--- config.mk ---
export PLATFORM = sky130hd
export DESIGN_NAME = ram_dq_arb
export DESIGN_NICKNAME = d
export VERILOG_FILES = /design/src/rtl/ram_dq_arb.sv
export SDC_FILE = /design/constraint.sdc
export NUM_CORES = 1
export LEC_CHECK = 0
export BUFFER_PORTS_ARGS = -buffer_cell sky130_fd_sc_hd__buf_2
export CAP_MARGIN = 15
export CORE_MARGIN = 1.5
export CORE_UTILIZATION = 39
export CTS_CLUSTER_DIAMETER = 50
export DETAILED_ROUTE_END_ITERATION = 6
export PLACE_DENSITY = 0.82
export SYNTH_ARGS = -nofsm -noshare
export SYNTH_HDL_FRONTEND = slang
export SYNTH_SLANG_ARGS = --single-unit
--- constraint.sdc ---
create_clock -name Clock -period 1.6 [get_ports Clock]
set_input_delay 0.08 -clock Clock [delete_from_list [all_inputs] [get_ports Clock]]
set_output_delay 0.08 -clock Clock [all_outputs]
set_load 0.03 [all_outputs]
--- src/rtl/ram_dq_arb.sv ---
// ram_dq_arb: round-robin burst arbiter and address sequencer in front of the
// shared 16-bit byte-enabled single-port packet RAM. Requester A is the DMA
// engine, requester B the host register/debug path. Whole bursts are granted,
// one RAM access is issued per cycle, and read data returns one cycle after
// each read beat.
module ram_dq_arb #(
  parameter int ADDR_W = 14,
  parameter int DEPTH  = 1024,
  parameter int LEN_W  = 4
) (
  input  logic              Clock,
  input  logic              Reset,
  // requester A (DMA engine)
  input  logic              a_req,
  input  logic              a_we,
  input  logic [1:0]        a_be,
  input  logic [ADDR_W-1:0] a_addr,
  input  logic [LEN_W-1:0]  a_len,
  output logic              a_gnt,
  output logic              a_beat,
  input  logic [15:0]       a_wdata,
  output logic              a_rvalid,
  // requester B (host register/debug)
  input  logic              b_req,
  input  logic              b_we,
  input  logic [1:0]        b_be,
  input  logic [ADDR_W-1:0] b_addr,
  input  logic [LEN_W-1:0]  b_len,
  output logic              b_gnt,
  output logic              b_beat,
  input  logic [15:0]       b_wdata,
  output logic              b_rvalid,
  // shared status / read return
  output logic [15:0]       rdata,
  output logic              busy,
  // RAM side
  output logic              ram_ClockEn,
  output logic              ram_WE,
  output logic [1:0]        ram_ByteEn,
  output logic [ADDR_W-1:0] ram_Address,
  output logic [15:0]       ram_Data,
  input  logic [15:0]       ram_Q
);

  typedef enum logic [0:0] {
    IDLE  = 1'b0,
    BURST = 1'b1
  } state_t;

  localparam logic OWN_A = 1'b0;
  localparam logic OWN_B = 1'b1;
  localparam logic [ADDR_W-1:0] LAST_ADDR = ADDR_W'(DEPTH - 1);

  // Wrap is an equality test only: a start address beyond the last word
  // simply keeps counting until it rolls over the full address width.
  function automatic logic [ADDR_W-1:0] next_addr(input logic [ADDR_W-1:0] cur);
    if (cur == LAST_ADDR) begin
      next_addr = {ADDR_W{1'b0}};
    end else begin
      next_addr = cur + {{(ADDR_W-1){1'b0}}, 1'b1};
    end
  endfunction

  state_t             state_r, state_s;
  logic               owner_r, owner_s;
  logic               last_r, last_s;
  logic               we_r, we_s;
  logic [1:0]         be_r, be_s;
  logic [ADDR_W-1:0]  addr_r, addr_s;
  logic [LEN_W-1:0]   len_r, len_s;
  logic [LEN_W-1:0]   cnt_r, cnt_s;
  logic               a_gnt_r, a_gnt_s;
  logic               b_gnt_r, b_gnt_s;
  logic               a_rvalid_r, b_rvalid_r;
  logic               beat_s;
  logic               a_beat_s, b_beat_s;
  logic [15:0]        ram_data_s;

  // Arbitration in IDLE and beat sequencing in BURST.
  always_comb begin
    state_s = state_r;
    owner_s = owner_r;
    last_s  = last_r;
    we_s    = we_r;
    be_s    = be_r;
    addr_s  = addr_r;
    len_s   = len_r;
    cnt_s   = cnt_r;
    a_gnt_s = 1'b0;
    b_gnt_s = 1'b0;
    case (state_r)
      IDLE: begin
        // A wins when alone, or on a tie when B owned the previous burst.
        if (a_req && (!b_req || (last_r == OWN_B))) begin
          state_s = BURST;
          owner_s = OWN_A;
          we_s    = a_we;
          be_s    = a_be;
          addr_s  = a_addr;
          len_s   = a_len;
          cnt_s   = {LEN_W{1'b0}};
          a_gnt_s = 1'b1;
        end else if (b_req) begin
          state_s = BURST;
          owner_s = OWN_B;
          we_s    = b_we;
          be_s    = b_be;
          addr_s  = b_addr;
          len_s   = b_len;
          cnt_s   = {LEN_W{1'b0}};
          b_gnt_s = 1'b1;
        end else begin
          state_s = IDLE;
        end
      end
      BURST: begin
        addr_s = next_addr(addr_r);
        cnt_s  = cnt_r + {{(LEN_W-1){1'b0}}, 1'b1};
        if (cnt_r == len_r) begin
          state_s = IDLE;
          last_s  = owner_r;
        end else begin
          state_s = BURST;
        end
      end
      default: begin
        state_s = IDLE;
      end
    endcase
  end

  // Burst state, grant pulses and read-return flags.
  always_ff @(posedge Clock) begin
    if (Reset) begin
      state_r    <= IDLE;
      owner_r    <= OWN_A;
      last_r     <= OWN_B;
      we_r       <= 1'b0;
      be_r       <= 2'b00;
      addr_r     <= {ADDR_W{1'b0}};
      len_r      <= {LEN_W{1'b0}};
      cnt_r      <= {LEN_W{1'b0}};
      a_gnt_r    <= 1'b0;
      b_gnt_r    <= 1'b0;
      a_rvalid_r <= 1'b0;
      b_rvalid_r <= 1'b0;
    end else begin
      state_r    <= state_s;
      owner_r    <= owner_s;
      last_r     <= last_s;
      we_r       <= we_s;
      be_r       <= be_s;
      addr_r     <= addr_s;
      len_r      <= len_s;
      cnt_r      <= cnt_s;
      a_gnt_r    <= a_gnt_s;
      b_gnt_r    <= b_gnt_s;
      a_rvalid_r <= a_beat_s && !we_r;
      b_rvalid_r <= b_beat_s && !we_r;
    end
  end

  // Beat ownership is decoded purely from registered state.
  assign beat_s   = (state_r == BURST);
  assign a_beat_s = beat_s && (owner_r == OWN_A);
  assign b_beat_s = beat_s && (owner_r == OWN_B);

  // Write data is taken from the owning requester in the beat cycle itself.
  always_comb begin
    ram_data_s = 16'h0000;
    if (beat_s && we_r) begin
      if (owner_r == OWN_B) begin
        ram_data_s = b_wdata;
      end else begin
        ram_data_s = a_wdata;
      end
    end else begin
      ram_data_s = 16'h0000;
    end
  end

  assign a_gnt       = a_gnt_r;
  assign b_gnt       = b_gnt_r;
  assign a_beat      = a_beat_s;
  assign b_beat      = b_beat_s;
  assign a_rvalid    = a_rvalid_r;
  assign b_rvalid    = b_rvalid_r;
  assign rdata       = ram_Q;
  assign busy        = beat_s;
  assign ram_ClockEn = 1'b1;
  assign ram_WE      = beat_s && we_r;
  assign ram_ByteEn  = (beat_s && we_r) ? be_r : 2'b00;
  assign ram_Address = beat_s ? addr_r : {ADDR_W{1'b0}};
  assign ram_Data    = ram_data_s;

endmodule
==> results of run 1 <==
==> power by group through the flow <==
stage	Clock, W	Combinational, W	Sequential (W)
4_1_cts	0.000683	0.000930	0.000950
3_3_place_gp	0	0.000902	0.000964
2_1_floorplan	0	0.000626	0.000985
5_1_grt	0.000714	0.00103	0.000964
6_report	0.000682	0.000950	0.000954
3_5_place_dp	0	0.000923	0.000967
==> worst paths after layout <==
kind	startpoint	end	slack [ps]	cells after the start
worst max-delay path	addr_r[13]	addr_r[9]	-10	4
worst min-delay path	b_len[2]	len_r[2]	60	3
worst max register to register	addr_r[13]	addr_r[9]	-10	4
worst min register to register	be_r[0]	be_r[0]	510	2
==> cell families (layout without fill, tap and decap cells) <==
kind of cell               Yosys count  count (layout)  synth area share, %
adders and majority gates            2               2                 1.07
DFF                                 32              32                 27.4
buffers and inverters               41             162                 9.58
other                                1               1                0.160
xor gates and xnor gates             6               6                 2.25
muxes                               22              22                 9.42
and+or+nand+nor                    122             122                 28.7
AOI/OAI and AO/OA                   67              67                 21.4
==> metrics by stage <==
stage	total power, W	instances	instance area (um^2)	setup TNS [ps]	util, %
floorplan	0.00161	293	2410	0	-
global placement	0.00187	481	3130	0	53.5
detailed placement	0.00189	481	3130	0	53.5
CTS	0.00256	488	3230	0	55.2
global route	0.00270	489	3280	-75.3	56.1
finish	0.00259	489	3280	-12.8	56.1
==> layer usage <==
layer | track usage, % | vias up | share of wire, %
met3 | 6.36 | 15 | 9.6
met4 | 7.76 | 0 | 1.8
met1 | 25.3 | 1277 | 39
met2 | 39.1 | 136 | 50
met5 | 0 | - | 0
li1 | - | 1293 | -
==> worst min-delay path, cell delays in order <==
cell	delay, ps
buf_2	100
nand2_1	50
a311oi_1	70
==> flip-flops by register name, indices dropped and copies added, names as in the netlist <==
| name | cells |
|---|---|
| addr_r | 14 |
| b_gnt | 1 |
| len_r | 4 |
| be_r | 2 |
| owner_r | 1 |
| last_r | 1 |
| a_rvalid | 1 |
| busy | 1 |
| cnt_r | 4 |
| we_r | 1 |
| b_rvalid | 1 |
| a_gnt | 1 |
==> layout by cell type (no fill, tap or decap), drive strengths merged, types with 3 or more instances in the layout <==
master  synthesis  final
buf            23    147
nor2           41     41
dfxtp          32     32
mux2i          22     22
nand2          17     17
o21ai          15     15
nand3          13     13
and2           12     12
a21oi          10     10
clkbuf         12      9
a311oi          7      7
nor4            6      6
and3            5      5
nor3            5      5
inv             6      5
nor3b           4      4
nand4           4      4
or3             3      3
xnor2           3      3
or2             3      3
xor2            3      3
==> final cells by class <==
class	count	area [um^2]	share of cell area, %
clock buffer	7	96.3	2.93
timing repair buffer	149	860	26.2
multi-input combinational	220	1560	47.6
tap	75	93.8	2.86
sequential	32	646	19.7
inverter	6	26.3	0.800
==> timing repair <==
action                     4_1_cts  5_1_grt
setup endpoints to repair       12       23
gates resized for setup          1       15
pin swaps                        0        1
setup buffers                    0        1
==> qor.yml, run 1 <==
route:
  viasPerCell: 5.56
  drt_pre_antenna_iters: 4
  vias: 2721
  detail_route.wl_per_cell_um: 14.9
  drc: 0
  drt_wl_total_um: 7300
  drtIter0Drc: 161
  drtAntennaViolNets: 0
power:
  p_seq_share_pct: 36.9
  p_sw_w: 0.000910
  power.density_nw_per_um2: 788
  ir_drop_mv: 0.418
  p_leak_nw: 1.52
  p_sw_share_pct: 35.2
  power_frac_comb_pct: 36.7
  internal-power_w: 0.00168
  pwr-share-clk_pct: 26.4
yosys:
  yosys-top-cells-area: "dfxtp_1, mux2i_1, nor2_1, buf_4, o21ai_0"
  synth_top_area_share_pct: 27.4
  syn_inst: 293
  ys_types: 61
  synthTopCellsByCount: "nor2_1, dfxtp_1, mux2i_1, buf_4, nand2_1"
  async_flop_share_pct: 0
  yosys.area.top_type: "dfxtp_1"
  yosysMostFrequentCell: "nor2_1"
  ys_ff_latch: 32
  ys_seq_area_share_pct: 27.4
  syn_area_um2: 2340
  yosysWarnings: 0
  synth-main-ff-cell: "dfxtp_1"
  synth_edf_count: 0
  syn_area_per_cell_um2: 7.98
  synth.net_count: 389
timing:
  period_minus_slack_ps: 1610
  setup_viol: 2
  slew_viol_final: 0
  skew_ps: 1.87
  rsz0062_at_grt: "yes"
  finalWorstSetupSlack_ps: -12.5
  finalCritPeriodShare_pct: 101
  fmax_mhz: 620
  timing.hold.ws_ps: 64.4
  hold_violations: 0
critical_path:
  crit_type: "flip-flop to flip-flop"
  max_stage_delay_ps: 550
  crit_slowest_cell: "or4_4"
  crit_fanout: 6
  cpLargestDelayFamily: "compound AO/OA/AOI/OAI gates"
  worstSetupEndpointType: "flip-flop"
  cp.required_ps: 1760
  cp.arrival_ps: 1770
  path_buf_inv: 0
  crit_path_start_kind: "flip-flop"
  worstPathCellList: "or4_4 -> o41a_4 -> o311ai_2 -> a31oi_1"
status:
  outcome: "finished with violations"
  violations: "negative setup slack"
clocking:
  cts_buffer_depth: 2
  clk_latency_ps: 280
  h-tree-depth: 2
  clkTransAtPathRegs_ps: 70
  cts_hold_buf: 0
  cts-root-buf: "clkbuf_8"
  cts_inserted_buffers: 5
  cts_tree: "yes"
  cts_sinks: 32
cells_and_area:
  final_nets: 510
  n_fill_cell: 526
  drive_gt1_share_pct: 45.2
  antennaDiodeCount: 0
  syn2layout_area_growth_pct: 40.5
global_routing:
  grt_overflow_total: 0
  grt_antenna_before_repair: 0
  grt_pass1_vias: 2568
  grt_max_degree: 22
  grt_pass1_wl_um: 11300
  grtUsageTotal_pct: 22.2
floorplanning:
  dieArea_um2: 6470
  initial_core_util_pct: 39.9
  core_area_um2: 5850
  fp-row-count: 28
  io_pins: 151
  die_width_um: 80.4
  die_y_um: 80.4
placed_design:
  place_ws_ps: 12.9
  port_buffers: 117
  hpwlAfterDp_um: 5630
  gp_congestion: 0.935
min_path:
  worst_hold_path_type: "input pin to flip-flop"
run:
  drv_cap: 0
(Power assumes the default switching activity.)
==> run 2, diff against run 1 <==
- CORE_MARGIN: 1.5 -> 3
==> qor.yml, run 2 (synthesis gave the netlist of run 1 again) <==
critical_path:
  worstSetupEndpointType: "flip-flop"
  cp.arrival_ps: 1770
  crit_type: "flip-flop to flip-flop"
  crit_path_start_kind: "flip-flop"
  r2r_cells: 4
  crit_fanout: 6
  cp.required_ps: 1770
cells_and_area:
  multi_input_area_um2: 1560
  top_register: "addr_r"
  largest_registers: "addr_r (14), cnt_r (4), len_r (4)"
  seqCellArea_um2: 646
  final_common_cell: "buf_2"
  final_nets: 511
  syn2layout_area_growth_pct: 42.0
  n_fill_cell: 505
  largest_reg_flops: 14
  final_cell_mix: "buf_2, nor2_1, dfxtp_1, buf_4, mux2i_1"
  drive_gt1_share_pct: 46.2
  antennaDiodeCount: 0
run:
  drv_cap: 0
placed_design:
  place_ws_ps: 24.5
  port_buffers: 117
  gp_congestion: 0.856
  hpwlAfterDp_um: 5880
clocking:
  cts_tree: "yes"
  h-tree-depth: 2
  clkTransAtPathRegs_ps: 70
  cts-root-buf: "clkbuf_8"
  cts_inserted_buffers: 5
  cts_buffer_depth: 2
  cts_sinks: 32
  clk_latency_ps: 290
  cts_hold_buf: 0
route:
  detail_route.wl_per_cell_um: 15.6
  drtIter0Drc: 174
  drc: 0
  vias: 2658
  viasPerCell: 5.45
  drt_wl_total_um: 7600
  drt_pre_antenna_iters: 4
  drtAntennaViolNets: 0
timing:
  rsz0062_at_grt: "yes"
  skew_ps: 3.40
  fin_setup_tns_ps: 0
  period_minus_slack_ps: 1600
  finalCritPeriodShare_pct: 99.8
  finalWorstSetupSlack_ps: 2.47
  fmax_mhz: 626
  hold_violations: 0
  setup_viol: 0
  slew_viol_final: 0
floorplanning:
  core_area_um2: 5640
  dieArea_um2: 6960
  die_y_um: 83.4
  io_pins: 151
  die_width_um: 83.4
  fp-row-count: 27
  initial_core_util_pct: 41.4
global_routing:
  grt_pass1_vias: 2589
  grt_max_degree: 22
  grt_antenna_before_repair: 0
  grt_overflow_total: 0
  grtUsageTotal_pct: 21.2
  grt_pass1_wl_um: 12200
min_path:
  worst_hold_path_type: "input pin to flip-flop"
  holdPathStages: 3
power:
  power.density_nw_per_um2: 843
  p_leak_nw: 1.53
  ir_drop_mv: 0.420
  power.total_w: 0.00280
status:
  outcome: "complete, no violations"
[run 2: cell type report]
| type | count | area share (%) |
|---|---|---|
| Clock inverter | 1 | 0.905 |
| Inverter | 6 | 0.678 |
| Sequential cell | 32 | 19.4 |
| Timing Repair Buffer | 150 | 26.3 |
| Clock buffer | 7 | 2.90 |
| Multi-Input combinational cell | 220 | 47.1 |
| Tap cell | 72 | 2.71 |
[run 2: per-stage QoR]
stage | cell area, um^2 | util (%) | std cells | hold slack (ps)
6_report | 3320 | 58.8 | 488 | 50.5
5_1_grt | 3320 | 58.8 | 488 | 43.2
4_1_cts | 3270 | 58.0 | 486 | 42.0
3_5_place_dp | 3140 | 55.6 | 478 | 160
3_3_place_gp | 3140 | 55.6 | 478 | 160
2_1_floorplan | 2410 | - | 293 | 242
[run 2: path summary, 6_finish.rpt]
check             start         to  slack [ps]
min reg2reg     be_r[0]    be_r[0]         500
max          addr_r[13]  addr_r[9]           2
min             b_be[0]    be_r[0]          50
max reg2reg  addr_r[13]  addr_r[9]           2
[run 2: power breakdown]
part           switching, W  internal [W]  leakage, nW
combinational      0.000539      0.000430         1.20
sequential        0.0000750      0.000878        0.265
clock              0.000325      0.000550       0.0645
total              0.000939       0.00186         1.53
[run 2: repair_timing]
item,CTS,global route
resized for setup,2,12
hold endpoints to repair,0,0
endpoints found under the setup margin,17,25
setup buffers,0,2
[run 2: per-layer routing]
| layer | global-route usage, % | share of wire, % | vias to the layer above |
|---|---|---|---|
| met1 | 26.0 | 42 | 1228 |
| met3 | 6.35 | 8.7 | 11 |
| met5 | 0 | 0 | - |
| li1 | - | - | 1296 |
| met4 | 7.31 | 1.7 | 0 |
| met2 | 35.1 | 48 | 123 |
[run 2: critical path, stage by stage (launching register included)]
cell and delay, ps:
dfxtp_2 320, or4_4 540, o41a_4 410, o311ai_1 100, a31oi_1 110
==> run 3, diff against run 2 <==
- SETUP_SLACK_MARGIN: default -> 0.4
==> qor.yml, run 3 (synthesis gave the netlist of run 1 again) <==
timing:
  slew_headroom_pct: 62.0
  setup_viol: 8
  rsz0062_at_grt: "yes"
  finalCritPeriodShare_pct: 103
  slew_viol_final: 0
  skew_ps: 5.78
  tightest_slew_ps: 569
  finalWorstSetupSlack_ps: -53.0
  hold_violations: 0
  fmax_mhz: 605
  period_minus_slack_ps: 1650
critical_path:
  crit_type: "flip-flop to flip-flop"
  reg2reg_setup_slack_ps: -50
  worstSetupEndpointType: "flip-flop"
  cp.arrival_ps: 1820
  crit_fanout: 6
  cp.required_ps: 1760
  crit_path_start_kind: "flip-flop"
power:
  power.total_w: 0.00354
  power.density_nw_per_um2: 748
  ir_drop_mv: 0.611
  p_leak_nw: 1.97
global_routing:
  grt_pass1_wl_um: 16500
  grt_pass1_vias: 3149
  grt_max_degree: 20
  grt_overflow_total: 0
  grtUsageTotal_pct: 29.4
  grt_antenna_before_repair: 0
clocking:
  cts-root-buf: "clkbuf_8"
  cts_buffer_depth: 2
  clkTransAtPathRegs_ps: 80
  h-tree-depth: 2
  clk_latency_ps: 300
  cts_hold_buf: 0
  cts_inserted_buffers: 5
  cts_sinks: 32
  cts_tree: "yes"
route:
  viasPerCell: 6.17
  drc: 0
  drt_pre_antenna_iters: 7
  drtIter0Drc: 338
  detail_route.wl_per_cell_um: 24.4
  drtAntennaViolNets: 0
  drt_wl_total_um: 12900
  vias: 3266
cells_and_area:
  final_nets: 552
  antennaDiodeCount: 0
  drive_gt1_share_pct: 71.8
  syn2layout_area_growth_pct: 103
  largest_registers: "addr_r (14), cnt_r (4), len_r (4)"
  largest_reg_flops: 14
  final_cell_mix: "buf_2, buf_6, buf_4"
  final_common_cell: "buf_2"
  top_register: "addr_r"
floorplanning:
  initial_core_util_pct: 41.4
  io_pins: 151
  die_width_um: 83.4
  fp-row-count: 27
  core_area_um2: 5640
  dieArea_um2: 6960
  die_y_um: 83.4
placed_design:
  hpwlAfterDp_um: 5900
  port_buffers: 117
  place_ws_ps: 0.0576
  gp_congestion: 0.933
status:
  violations: "negative setup slack"
  outcome: "finished with violations"
run:
  drv_cap: 0
min_path:
  worst_hold_path_type: "input pin to flip-flop"
-- run 3: changes by cell type in the layout (fill, tap and decap cells not counted), sizes merged --
cell,delta
inv,-2
clkinv,+3
nand2,+1
buf,+39
-- run 3: through the flow --
stage                     util [%]  setup TNS [ps]  cell area (um^2)  hold slack (ps)  cells
final                         84.0            -151              4740             52.3    529
after global routing          84.0            -495              4740             63.6    529
after CTS                     75.1               0              4240             55.5    513
after detailed placement      57.0               0              3210              160    474
after global placement        57.0               0              3210              160    474
after floorplan                  -               0              2590              242    293
-- run 3: power by group --
group,leakage [nW],switching [W],total [W],internal (W)
logic,1.65,0.000870,0.00172,0.000854
registers,0.271,0.000124,0.00101,0.000883
clock network,0.0552,0.000351,0.000814,0.000463
-- run 3: worst paths after layout --
check,to,start,cells past startpoint
max,addr_r[1],addr_r[13],4
min,len_r[0],b_len[0],3
max reg2reg,addr_r[1],addr_r[13],4
min reg2reg,be_r[1],be_r[1],2
-- run 3: per-layer routing --
| metal | vias up | GRT usage (%) | share of wire [%] | routed length [um] |
|---|---|---|---|---|
| li1 | 1390 | - | - | - |
| met1 | 1532 | 35.6 | 36 | 4710 |
| met2 | 283 | 49.1 | 50 | 6440 |
| met3 | 61 | 7.54 | 9.1 | 1180 |
| met4 | 0 | 12.9 | 4.5 | 583 |
| met5 | - | 0 | 0 | 0 |
-- run 3: critical path, stage by stage (launching register included) --
cell and delay [ps]:
dfxtp_2 330, or4_4 560, o41a_4 420, nand2_1 110
a21oi_1 100
-- run 3: cell type report --
type,count,area [um^2]
Clock buffer,6,72.6
Clock inverter,2,35.0
Fill cell,274,901
Inverter,6,40.0
Multi-Input combinational cell,221,2190
Sequential cell,32,677
Tap cell,72,90.1
Timing Repair Buffer,190,1630
-- run 3: timing repair --
item | 4_1_cts | 5_1_grt
resized for setup | 153 | 91
pin swaps | 25 | 28
setup endpoints to repair | 63 | 63
endpoints found under the hold margin | 0 | 0
buffers inserted | 27 | 15
gates cloned | 4 | 1
